==> src/rtl/deser400_tp_pkg.sv <==
// rtl/deser400_tp_pkg.sv - shared state and trigger-select encodings for the deser400 test-point capture
package deser400_tp_pkg;

    typedef enum logic [2:0] {
        IDLE = 3'd0,
        PRE  = 3'd1,
        WAIT = 3'd2,
        POST = 3'd3,
        READ = 3'd4,
        DONE = 3'd5
    } state_t;

    localparam logic [1:0] TRIG_RISE_A = 2'd0;
    localparam logic [1:0] TRIG_FALL_A = 2'd1;
    localparam logic [1:0] TRIG_RISE_B = 2'd2;
    localparam logic [1:0] TRIG_FALL_B = 2'd3;

endpackage

==> src/rtl/tp_capture_ram.sv <==
// rtl/tp_capture_ram.sv - simple dual-port DEPTH x 2 sample store, sync write, registered read
module tp_capture_ram #(
    parameter int DEPTH = 256,
    parameter int AW    = 8
) (
    input  logic          clk,
    input  logic          we,
    input  logic [AW-1:0] waddr,
    input  logic [1:0]    wdata,
    input  logic          re,
    input  logic [AW-1:0] raddr,
    output logic [1:0]    rdata
);

    logic [1:0] mem [DEPTH];

    always_ff @(posedge clk) begin
        if (we) mem[waddr] <= wdata;
        if (re) rdata <= mem[raddr];
    end

endmodule

==> src/rtl/deser400_tp_capture.sv <==
// rtl/deser400_tp_capture.sv - edge-triggered tpa/tpb capture with pre-trigger and valid/ready readout; optional force_trig via DESER400_TP_CAPTURE_FORCE_EN
module deser400_tp_capture
    import deser400_tp_pkg::*;
#(
    parameter int DEPTH   = 256,
    parameter int PRETRIG = 16,
    parameter int AW      = 8
) (
    input  logic       clk,
    input  logic       reset,
    input  logic       arm,
    input  logic [1:0] trig_sel,
    input  logic       tpa,
    input  logic       tpb,
`ifdef DESER400_TP_CAPTURE_FORCE_EN
    input  logic       force_trig,
`endif
    output logic       busy,
    output logic       done,
    output logic [1:0] rd_data,
    output logic       rd_valid,
    input  logic       rd_ready,
    output logic       rd_last
);

    localparam int CW = AW + 1;

    state_t          state, state_next;
    logic [1:0]      s, prev, tsel;
    logic [AW-1:0]   wp, tp, ra;
    logic [CW-1:0]   cnt, rcnt;
    logic            arm_go, we, trig, edge_hit, ren, last_q;
    logic [1:0]      ram_q;

    assign arm_go = arm && (state == IDLE || state == DONE);

    // prev is aligned to s on arm so the first captured sample can never look like an edge
    always_ff @(posedge clk or posedge reset) begin
        if (reset) begin
            s    <= 2'b00;
            prev <= 2'b00;
        end else begin
            s    <= {tpb, tpa};
            prev <= arm_go ? {tpb, tpa} : s;
        end
    end

    always_comb begin
        edge_hit = 1'b0;
        case (tsel)
            TRIG_RISE_A: edge_hit = !prev[0] &&  s[0];
            TRIG_FALL_A: edge_hit =  prev[0] && !s[0];
            TRIG_RISE_B: edge_hit = !prev[1] &&  s[1];
            TRIG_FALL_B: edge_hit =  prev[1] && !s[1];
            default:     edge_hit = 1'b0;
        endcase
    end

    always_ff @(posedge clk or posedge reset) begin
        if (reset) state <= IDLE;
        else       state <= state_next;
    end

    always_comb begin
        state_next = state;
        we         = 1'b0;
        trig       = 1'b0;
        case (state)
            IDLE, DONE: if (arm) state_next = PRE;
            PRE: begin
                we = 1'b1;
                if (cnt == CW'(PRETRIG - 1)) state_next = WAIT;
            end
            WAIT: begin
                we = 1'b1;
`ifdef DESER400_TP_CAPTURE_FORCE_EN
                trig = edge_hit || force_trig;
`else
                trig = edge_hit;
`endif
                if (trig) state_next = POST;
            end
            POST: begin
                we = 1'b1;
                if (cnt == CW'(DEPTH - PRETRIG - 1)) state_next = READ;
            end
            READ: if (rd_valid && rd_ready && last_q) state_next = DONE;
            default: state_next = IDLE;
        endcase
    end

    // Reads are only issued when the output slot is empty or being drained, so the RAM
    // output register doubles as the holding register during a stall.
    assign ren = (state == READ) && (rcnt != CW'(DEPTH)) && (!rd_valid || rd_ready);

    always_ff @(posedge clk or posedge reset) begin
        if (reset) begin
            tsel     <= 2'b00;
            wp       <= '0;
            tp       <= '0;
            ra       <= '0;
            cnt      <= '0;
            rcnt     <= '0;
            rd_valid <= 1'b0;
            last_q   <= 1'b0;
        end else begin
            if (arm_go) begin
                tsel <= trig_sel;
                wp   <= '0;
                cnt  <= '0;
            end
            if (we) begin
                wp  <= wp + 1'b1;
                cnt <= trig ? CW'(1) : cnt + 1'b1;
                if (trig) tp <= wp;
            end
            if (state == POST && state_next == READ) begin
                ra   <= tp - AW'(PRETRIG);
                rcnt <= '0;
            end
            if (ren) begin
                ra       <= ra + 1'b1;
                rcnt     <= rcnt + 1'b1;
                last_q   <= (rcnt == CW'(DEPTH - 1));
                rd_valid <= 1'b1;
            end else if (rd_valid && rd_ready) begin
                rd_valid <= 1'b0;
            end
        end
    end

    tp_capture_ram #(.DEPTH(DEPTH), .AW(AW)) u_ram (
        .clk   (clk),
        .we    (we),
        .waddr (wp),
        .wdata (s),
        .re    (ren),
        .raddr (ra),
        .rdata (ram_q)
    );

    assign rd_data = rd_valid ? ram_q : 2'b00;
    assign rd_last = rd_valid && last_q;
    assign busy    = (state == PRE) || (state == WAIT) || (state == POST) || (state == READ);
    assign done    = (state == DONE);

endmodule
==> config.mk <==
export PLATFORM = sky130hd
export DESIGN_NAME = deser400_tp_capture
export DESIGN_NICKNAME = d
export VERILOG_FILES = /design/src/rtl/deser400_tp_pkg.sv /design/src/rtl/tp_capture_ram.sv /design/src/rtl/deser400_tp_capture.sv
export SDC_FILE = /design/constraint.sdc
export NUM_CORES = 1
export LEC_CHECK = 0
export CAP_MARGIN = 20
export CORE_MARGIN = 3
export CORE_UTILIZATION = 50
export CTS_BUF_LIST = sky130_fd_sc_hd__clkbuf_8
export CTS_CLUSTER_DIAMETER = 50
export CTS_CLUSTER_SIZE = 16
export DETAILED_ROUTE_END_ITERATION = 8
export PLACE_DENSITY = 0.73
export SLEW_MARGIN = 20
export SYNTH_ARGS = -nofsm -noshare
export SYNTH_HDL_FRONTEND = slang
export SYNTH_SLANG_ARGS = --single-unit
==> constraint.sdc <==
create_clock -name clk -period 6.14 [get_ports clk]
set_input_delay 1.228 -clock clk [delete_from_list [all_inputs] [get_ports clk]]
set_output_delay 1.228 -clock clk [all_outputs]
set_load 0.02 [all_outputs]
# --- Yosys cells after proc, flatten, opt, wreduce, memory -nomap -nowiden ---
# Memory sizes are Yosys's and may differ from the RTL's. A register that Yosys moved wholly into a read port is not among the register bits.
# Cells that the tools add are included.
classes:
  add_sub_neg: 5
  n_eq_ne: 13
  muxes: 24
  n_reduce_logical: 29
op_table:
  columns: ["op", "n"]
  rows:
  - ["9-bit 2-to-1 mux", 5]
  - ["8-bit 2-to-1 mux", 4]
  - ["9-bit by 1-bit adder with 9-bit output, second input constant", 2]
  - ["9-bit by 8-bit equality test with 1-bit output, second input constant", 2]
  - ["8-bit by 1-bit adder with 8-bit output, second input constant", 2]
  - ["3-bit 2-to-1 mux", 5]
  - ["3-bit case mux with 5 select lines", 1]
  - ["1-bit logical AND", 11]
  - ["3-bit equality test, second input constant", 3]
  - ["9-bit by 4-bit equality test with 1-bit output, second input constant", 1]
  - ["9-bit inequality test, second input constant", 1]
  - ["8-bit by 5-bit subtractor with 8-bit output, second input constant", 1]
  - ["3-bit by 2-bit equality test with 1-bit output, second input constant", 2]
  - ["1-bit 2-to-1 mux", 6]
  - ["2-bit nonzero test", 3]
  - ["1-bit zero test", 5]
  - ["1-bit logical OR", 5]
  - ["2-bit equality test, second input constant", 2]
  - ["2-bit 2-to-1 mux", 2]
  - ["1-bit case mux with 4 select lines", 1]
  - ["3-bit by 1-bit equality test with 1-bit output, second input constant", 1]
  - ["3-bit zero test", 1]
  - ["3-bit OR reduction", 1]
  - ["2-bit by 1-bit equality test with 1-bit output, second input constant", 1]
  - ["other kinds (3)", 3]
totals:
  reg_bits: 53
  ramBits: 512
  input_bits: 8
  n_memories: 1
mem_list:
  columns: ["name", "words", "width", "read_ports", "rd_ports_with_merged_regs", "wr", "line", "rtl"]
  rows:
  - ["u_ram.mem", 256, 2, 1, 1, 1, "tp_capture_ram.sv:15", "logic [1:0] mem [DEPTH];"]

# --- Depth between registers and ports, before layout ---
# Gate-level depths: netlist (run 1).
logic_depth:
  ltp_word: 9
  depth_mapped: 11

# --- Cells and area by module ---
# A second synthesis (run 1) with hierarchy kept.
hier_totals:
  hier_cells: 1525
  area_unflattened_um2: 24238.2
by_module_without_submodules:
  columns: ["module", "instances", "cells_per_inst", "area_per_inst_um2", "seq_area_each_um2"]
  rows:
  - ["tp_capture_ram", 1, 1242, 21401.8, 15434.8]
  - ["deser400_tp_capture", 1, 283, 2836.5, 1326.3]

# --- Worst setup path before layout (run 1) ---
# Ideal clock, no wire load.
synth_path:
  path_kind: "reg-to-reg"
  from: "register s[1]"
  to: "register tp[6]"
  setup_time_ns: 0.128
  arrival_time_ns: 4.853
  setup_slack_ns: 1.160
  path_stages_with_launch: 7
  n_path_buf: 2
  period_less_slack_ns: 4.980
  cell_sequence: "dfrtp_1 > nor2b_1 > a221oi_1 > or4_1 > buf_2 > buf_2 > mux2_1"
synth_between:
  elab_chain_len: 5
synth_rtl:
  columns: ["item", "line", "rtl"]
  rows:
  - ["start, declared", "deser400_tp_capture.sv:29", "logic [1:0] s, prev, tsel;"]
  - ["start signal, assigned", "deser400_tp_capture.sv:43", "s <= {tpb, tpa};"]
  - ["1-bit zero test", "deser400_tp_capture.sv:54", "TRIG_FALL_B: edge_hit = prev[1] && !s[1];"]
  - ["1-bit logical AND", "deser400_tp_capture.sv:54", null]
  - ["1-bit case mux with 4 select lines (*)", "deser400_tp_capture.sv:50", "case (tsel)"]
  - ["1-bit 2-to-1 mux (*)", "deser400_tp_capture.sv:68", "case (state)"]
  - ["2-bit AND reduction (no source line) (*)", null, null]
  - ["end signal, assigned", "deser400_tp_capture.sv:115", "if (trig) tp <= wp;"]
  - ["end, declared", "deser400_tp_capture.sv:30", "logic [AW-1:0] wp, tp, ra;"]
# Mark *: on every way between the ends. The rest lies on a longest branch, timed or not.
# A chain may end at the register's enable or synchronous reset.

==> metrics.md, run 1 <==
| Metric | Value |
|---|---|
| Number of H-tree levels | `2` |
| Slowest stage delay, CP | `990 ps` |
| Post-route ant nets | `0` |
| Initial antenna violation count | `1` |
| Slew Viols, Final | `0` |
| Syn Nets | `1536` |
| Die Wd | `225 microns` |
| Dpl cell area | `0.0245 sq mm` |
| Mapped cell area | `0.0240 sq mm` |
| VDD IR max | `171 uV` |
| Compound-Gate Fraction of Synth Area | `4.56%` |
| Residual DRC count | `0` |
| Reg clk slew, reported paths | `100 ps` |
| Register area share after synthesis | `70.0%` |
| Total CTS buffers | `47` |
| Cts hold-fix bufs | `0` |
| Post-Route WL | `56700 microns` |
| Number of top-level pins | `14` |
| Gr ovfl total | `0` |
| Worst Tran Pin Value | `1020 ps` |
| Sum of negative setup slack | `0 ps` |
| Total track usage | `22.7%` |
| LEAKAGE | `7.89 nW` |
| Initial Util | `51.0%` |
| XOR/XNOR Fraction of Synth Area | `0.439%` |
| Req. time, crit path | `6530 ps` |
| Mux cell area share after synthesis | `13.2%` |
| Clock Latency Late Sink | `650 ps` |
| Hold Vio Cnt, Final | `0` |
| Cell internal pwr | `5.40 mW` |
| Post_cts resized | `0` |
| Die Y | `225 microns` |
| Area Growth Syn to Fin | `6.42%` |
| CP Class | `reg -> reg` |
| Post-CTS Setup Bufs | `0` |
| Hold_sp | `last_q` |
| Pwr Total | `7.31 mW` |
| Design Area, Final | `0.0255 sq mm` |
| R2R Path End | `u_ram.rdata[0]` |
| Rel. slew slack | `31.7%` |
| Via Count | `13500` |
| TritonRoute pass-1 iters | `5` |
| Ant diodes | `0` |
| WL per Instance | `26.4 microns` |
| Unique cell type count in the Yosys netlist | `77` |
| Setup Skew | `28.7 ps` |
| Max Root-Sink Buffers | `3` |
| Reg2reg start | `ra[0]` |
| Final Cycle Share | `59.9%` |
| Largest family of logic cells by synthesized area | `multiplexers` |
| EDFF count, synth | `514` |
| Pre-CTS setup slack | `2490 ps` |
| Core Box Area | `0.0470 sq mm` |
| Ys async rst share | `9.35%` |
| Critical Path Sink | `u_ram.rdata[0]` |
| Layout Utilization | `54.3%` |
| Critical Path Start Type | `flip-flop` |
| Power Density | `287 mW/mm^2` |
| RSZ-0062 raised after global routing | `no` |
| Adder-Cell Fraction of Synth Area | `0.522%` |
| Crit path launch | `ra[0]` |
| Via density | `6.28` |
| Largest net degree at the start of global routing | `120` |
| Critical Path AT | `4070 ps` |
| NetSw | `1.92 mW` |
| Root Buffer | `clkbuf_8` |
| Crit-path slowest cell | `dfrtp_4` |
| Setup WS post-layout | `2460 ps` |
| Flop2flop setup slack | `2460 ps` |
| Sw frac | `26.2%` |
| Flop pwr share | `60.4%` |
| Clk sinks | `567` |
| Number of max-cap violations | `0` |
| Vias in the first global route | `13700` |
| WHS | `478 ps` |
| Logic pwr share | `10.0%` |
| Top FF cell, synth | `edfxtp_1` |
| Synth Instances | `1518` |
| Global placement routability congestion | `0.841` |
| Row count | `79` |
| Syn Area/Cell | `15.8 sq um` |
| Clock power frac | `29.5%` |
| Tmin final | `3680 ps` |
| Fin nets | `1530` |
| Crit Path Max Fanout | `44` |
| Setup crit end kind | `flip-flop` |
| CP Cell Sequence | `buf_4 -> nand3b_2 -> o21ai_0 -> a211oi_1 -> a21oi_1 -> a2111oi_1 -> o32ai_1` |
| Min-delay worst type | `reg -> reg` |
| Status | `finished, final reports clean` |
| DPL Wire Length | `33800 microns` |
| DP Cell Count | `2069` |
| Yosys warns | `0` |
| Die Footprint | `0.0506 sq mm` |
| Layout cells sized above 1 | `15.7%` |
| Finished Layout Cells | `2148` |
| CTS tree | `built` |
| Simple-gate area share of the yosys netlist | `8.71%` |
| R2r worst-path depth | `7` |
| Count of final setup violators | `0` |
| First-pass GRT wire length | `85100 microns` |
| Fmax | `272 MHz` |
| Register bit total from synthesis | `567` |
| Buffers on Ports | `13` |
| Iter 0 DRT Violations | `1906` |
[state kept, by name, summed over array words and instances, names as in the netlist, 2 cells and up]
register     count
cnt              9
prev             2
ra               8
rcnt             9
s                2
state            3
tp               8
tsel             2
u_ram.mem      512
u_ram.rdata      2
wp               8
[power by group through the flow]
stage | Sequential (mW) | Clock (mW) | Combinational, mW
2_1_floorplan | 4.47 | 0 | 0.438
3_3_place_gp | 4.50 | 0 | 0.702
3_5_place_dp | 4.51 | 0 | 0.719
4_1_cts | 4.42 | 2.19 | 0.725
5_1_grt | 4.44 | 2.34 | 0.782
6_report | 4.42 | 2.16 | 0.733
[cells by family after synthesis]
logic type	Yosys count
DFF	567
xor gates and xnor gates	12
and+or+nand+nor	474
AOI/OAI and AO/OA	154
muxes	183
adders and majority gates	10
buffers and inverters	118
[cell usage in the layout, fill, tap and decap left out, types with 22 or more instances in the layout]
cell type and n:
buf_4 31, clkbuf_8 50, dfrtp_1 47, edfxtp_1 514, inv_1 22, mux2i_1 65, mux4_2 104, nand2_1 58
nand3_1 36, nor2_1 287, o21ai_0 30
[layout make-up]
cell class | instances | area (sq um)
Clock inverter | 28 | 228
Clock buffer | 50 | 688
Sequential cell | 567 | 16800
Inverter | 17 | 63.8
Timing Repair Buffer | 46 | 402
Multi-Input combinational cell | 833 | 6580
Tap cell | 607 | 759
Fill cell | 3636 | 21500
[worst min path at each step]
stage,to,slack (ps),depth (start not counted)
floorplan,last_q,440,2
global placement,last_q,460,2
detailed placement,last_q,460,2
CTS,last_q,480,2
global route,last_q,500,2
finish,last_q,480,2
[layer usage]
| metal | wire length (microns) | global-route usage [%] | share of wire, % | vias up |
|---|---|---|---|---|
| met5 | 13 | 0 | 0.023 | - |
| met4 | 1860 | 7.53 | 3.3 | 2 |
| met3 | 4810 | 4.66 | 8.5 | 125 |
| met2 | 28200 | 37.8 | 50 | 643 |
| met1 | 21800 | 30.2 | 38 | 6905 |
| li1 | - | - | - | 5810 |
[worst max-delay path, delay by kind of cell (launching register included)]
kind	cells	cell delay (ps)
AND/OR/NAND/NOR	1	360
AO/OA/AOI/OAI	5	1380
buffers and inverters	1	650
flip-flops	1	990
[Yosys cell counts, types with 4 or more instances]
cell type	count	area [sq um]
clkbuf_1	49	184
a221oi_1	7	61.3
o211ai_1	5	37.5
and3_1	10	62.6
nand3_1	39	195
dfrtp_1	53	1330
nor2_1	287	1080
mux2i_1	65	651
nand2b_1	8	50.1
a21oi_1	18	90.1
mux2_2	12	135
ha_1	10	125
inv_1	14	52.6
edfxtp_1	514	15400
o21ai_1	9	45.0
nor3_1	9	45.0
xor2_1	7	61.3
o22ai_1	7	43.8
a22oi_1	16	120
o31ai_1	7	52.6
buf_2	16	80.1
nor2b_1	21	131
nor4_1	4	25.0
and2_1	6	37.5
buf_1	6	22.5
xnor2_1	5	43.8
a211oi_1	5	37.5
o221ai_1	6	52.6
a22o_1	4	35.0
a31oi_1	8	50.1
nand2_1	58	218
mux4_2	104	2340
a311oi_1	5	43.8
buf_4	13	97.6
o21ai_0	30	150
nand4_1	11	68.8
buf_6	16	180
Note: power is estimated with default switching activity, not from simulation.
==> run 2: changes to the inputs <==
- PLACE_DENSITY: 0.73 -> 0.76
- clock period: 6.14 -> 3.1 ns (I/O delays scaled with it)
==> run 2 against run 1 <==
Against the previous run:
- the run now ends with max-slew violations left
- critical path depth shrank 1
- flip-flop and latch count stayed put
- routed wire length up 0.39%
- die area unchanged
- design area grew 2.2%
- non-clock buffer count grew 52
- critical endpoint unchanged
- worst hold slack lost 110 ps
==> metrics.md, run 2 (synthesis gave the netlist of run 1 again) <==
| Metric | Value |
|---|---|
| Critical Path Start Type | `flip-flop` |
| First-pass GRT wire length | `85900 microns` |
| Clk sinks | `567` |
| Buffers on Ports | `13` |
| Number of max-cap violations | `0` |
| Die Y | `225 microns` |
| LEAKAGE | `8.22 nW` |
| Crit path launch | `ra[1]` |
| Max Root-Sink Buffers | `3` |
| R2r worst-path depth | `6` |
| Status | `finished, violations left` |
| Count of final setup violators | `0` |
| WL per Instance | `25.9 microns` |
| Core Box Area | `0.0470 sq mm` |
| Root Buffer | `clkbuf_8` |
| Total track usage | `22.8%` |
| Setup Skew | `41.4 ps` |
| Reg clk slew, reported paths | `100 ps` |
| Via density | `6.32` |
| Flop2flop setup slack | `220 ps` |
| Critical Path Sink | `u_ram.rdata[0]` |
| Initial Util | `51.0%` |
| Rel. slew slack | `-3.90%` |
| Final Cycle Share | `93.0%` |
| Layout Utilization | `55.5%` |
| WHS | `366 ps` |
| Residual DRC count | `0` |
| CP Class | `reg -> reg` |
| Tmin final | `2880 ps` |
| R2R Path End | `u_ram.rdata[0]` |
| CTS tree | `built` |
| Post-route ant nets | `0` |
| Fillcell total | `3601` |
| Fmax | `347 MHz` |
| RSZ-0062 raised after global routing | `no` |
| Iter 0 DRT Violations | `2059` |
| Number of H-tree levels | `2` |
| Hold Vio Cnt, Final | `0` |
| Via Count | `13900` |
| Critical Path AT | `3290 ps` |
| DPL Wire Length | `35300 microns` |
| Dpl cell area | `0.0251 sq mm` |
| Total CTS buffers | `47` |
| Layout cells sized above 1 | `18.7%` |
| Most flop-heavy register | `u_ram.mem` |
| Ant diodes | `0` |
| Vias in the first global route | `13900` |
| Die Footprint | `0.0506 sq mm` |
| Min-delay worst type | `in -> async` |
| Failing checks | `max-slew violations` |
| Max reg flops | `512` |
| Fin nets | `1582` |
| Pwr Total | `14.7 mW` |
| TritonRoute pass-1 iters | `5` |
| Row count | `79` |
| Gr ovfl total | `0` |
| Post-CTS Setup Bufs | `0` |
| VDD IR max | `288 uV` |
| Top Registers | `u_ram.mem (512), cnt (9), rcnt (9)` |
| Number of top-level pins | `14` |
| Most frequent cells in the layout | `edfxtp_1, nor2_1, mux4_2` |
| Reg2reg start | `ra[1]` |
| Design Area, Final | `0.0261 sq mm` |
| Clock Latency Late Sink | `660 ps` |
| Largest net degree at the start of global routing | `258` |
| Die Wd | `225 microns` |
| Most common cell after layout, fill and taps aside | `edfxtp_1` |
| Global placement routability congestion | `0.926` |
| Power Density | `565 mW/mm^2` |
| Post-Route WL | `56900 microns` |
| Area Growth Syn to Fin | `8.74%` |
| Setup crit end kind | `flip-flop` |
| Req. time, crit path | `3510 ps` |
| Crit Path Max Fanout | `13` |
| Slew Viols, Final | `66` |
| Initial antenna violation count | `0` |
| Worst Tran Pin Value | `1560 ps` |
[run 2: cell count changes in the layout (fill, tap and decap cells not counted), moves of 2 or more]
cell and delta:
mux2_1 -2, o21ai_1 +5, nand3_2 -3, buf_12 +10, inv_6 +2, buf_4 +44
o21ai_0 -5, nand3_1 +3, mux2_4 +2, clkbuf_8 +3, inv_1 -3
[run 2: worst min-delay path by stage]
stage,from,end,slack (ps),cells after the start
6_report,reset,tsel[1],370,2
5_1_grt,reset,tp[5],380,2
4_1_cts,reset,tp[5],340,2
3_5_place_dp,last_q,last_q,470,2
3_3_place_gp,last_q,last_q,460,2
2_1_floorplan,last_q,last_q,440,2
[run 2: layout make-up]
cell class | instances | area (sq um) | area share (%)
Inverter | 17 | 63.8 | 0.245
Clock inverter | 27 | 256 | 0.985
Clock buffer | 53 | 729 | 2.80
Tap cell | 607 | 759 | 2.92
Timing Repair Buffer | 98 | 893 | 3.43
Sequential cell | 567 | 16800 | 64.4
Multi-Input combinational cell | 833 | 6570 | 25.2
[run 2: worst max-delay path: stages (launching register included)]
cell	delay, ps
dfrtp_4	590
buf_4	290
mux4_2	530
a2111oi_0	750
nor4_1	150
o31ai_2	200
o32ai_1	100
[run 2: per-layer routing]
metal  vias to the layer above  GRT usage (%)  wire, microns
li1                       5918              -              -
met1                      7072           31.6          22100
met2                       777           35.6          27100
met3                       157           5.09           5190
met4                         0           9.02           2470
met5                         -              0              0
[run 2: power by group]
group | total, mW | internal, mW | switching [mW] | leakage [nW]
Clock | 4.44 | 1.95 | 2.49 | 0.531
Combinational | 1.55 | 0.460 | 1.09 | 2.37
Sequential | 8.73 | 8.53 | 0.203 | 5.31
Total | 14.7 | 10.9 | 3.78 | 8.22
[run 2: through the flow]
stage,std cells,setup WS [ps],setup TNS [ps]
finish,2202,218,0
floorplan,1518,-317,-2580
detailed placement,2122,272,0
global placement,2122,293,0
CTS,2202,79.4,0
global route,2202,84.1,0
[run 2: repair_timing]
| action | in CTS | in global routing |
|---|---|---|
| setup endpoints to repair | 0 | 1 |
| hold buffers | 0 | 0 |
| resized for setup | 0 | 1 |
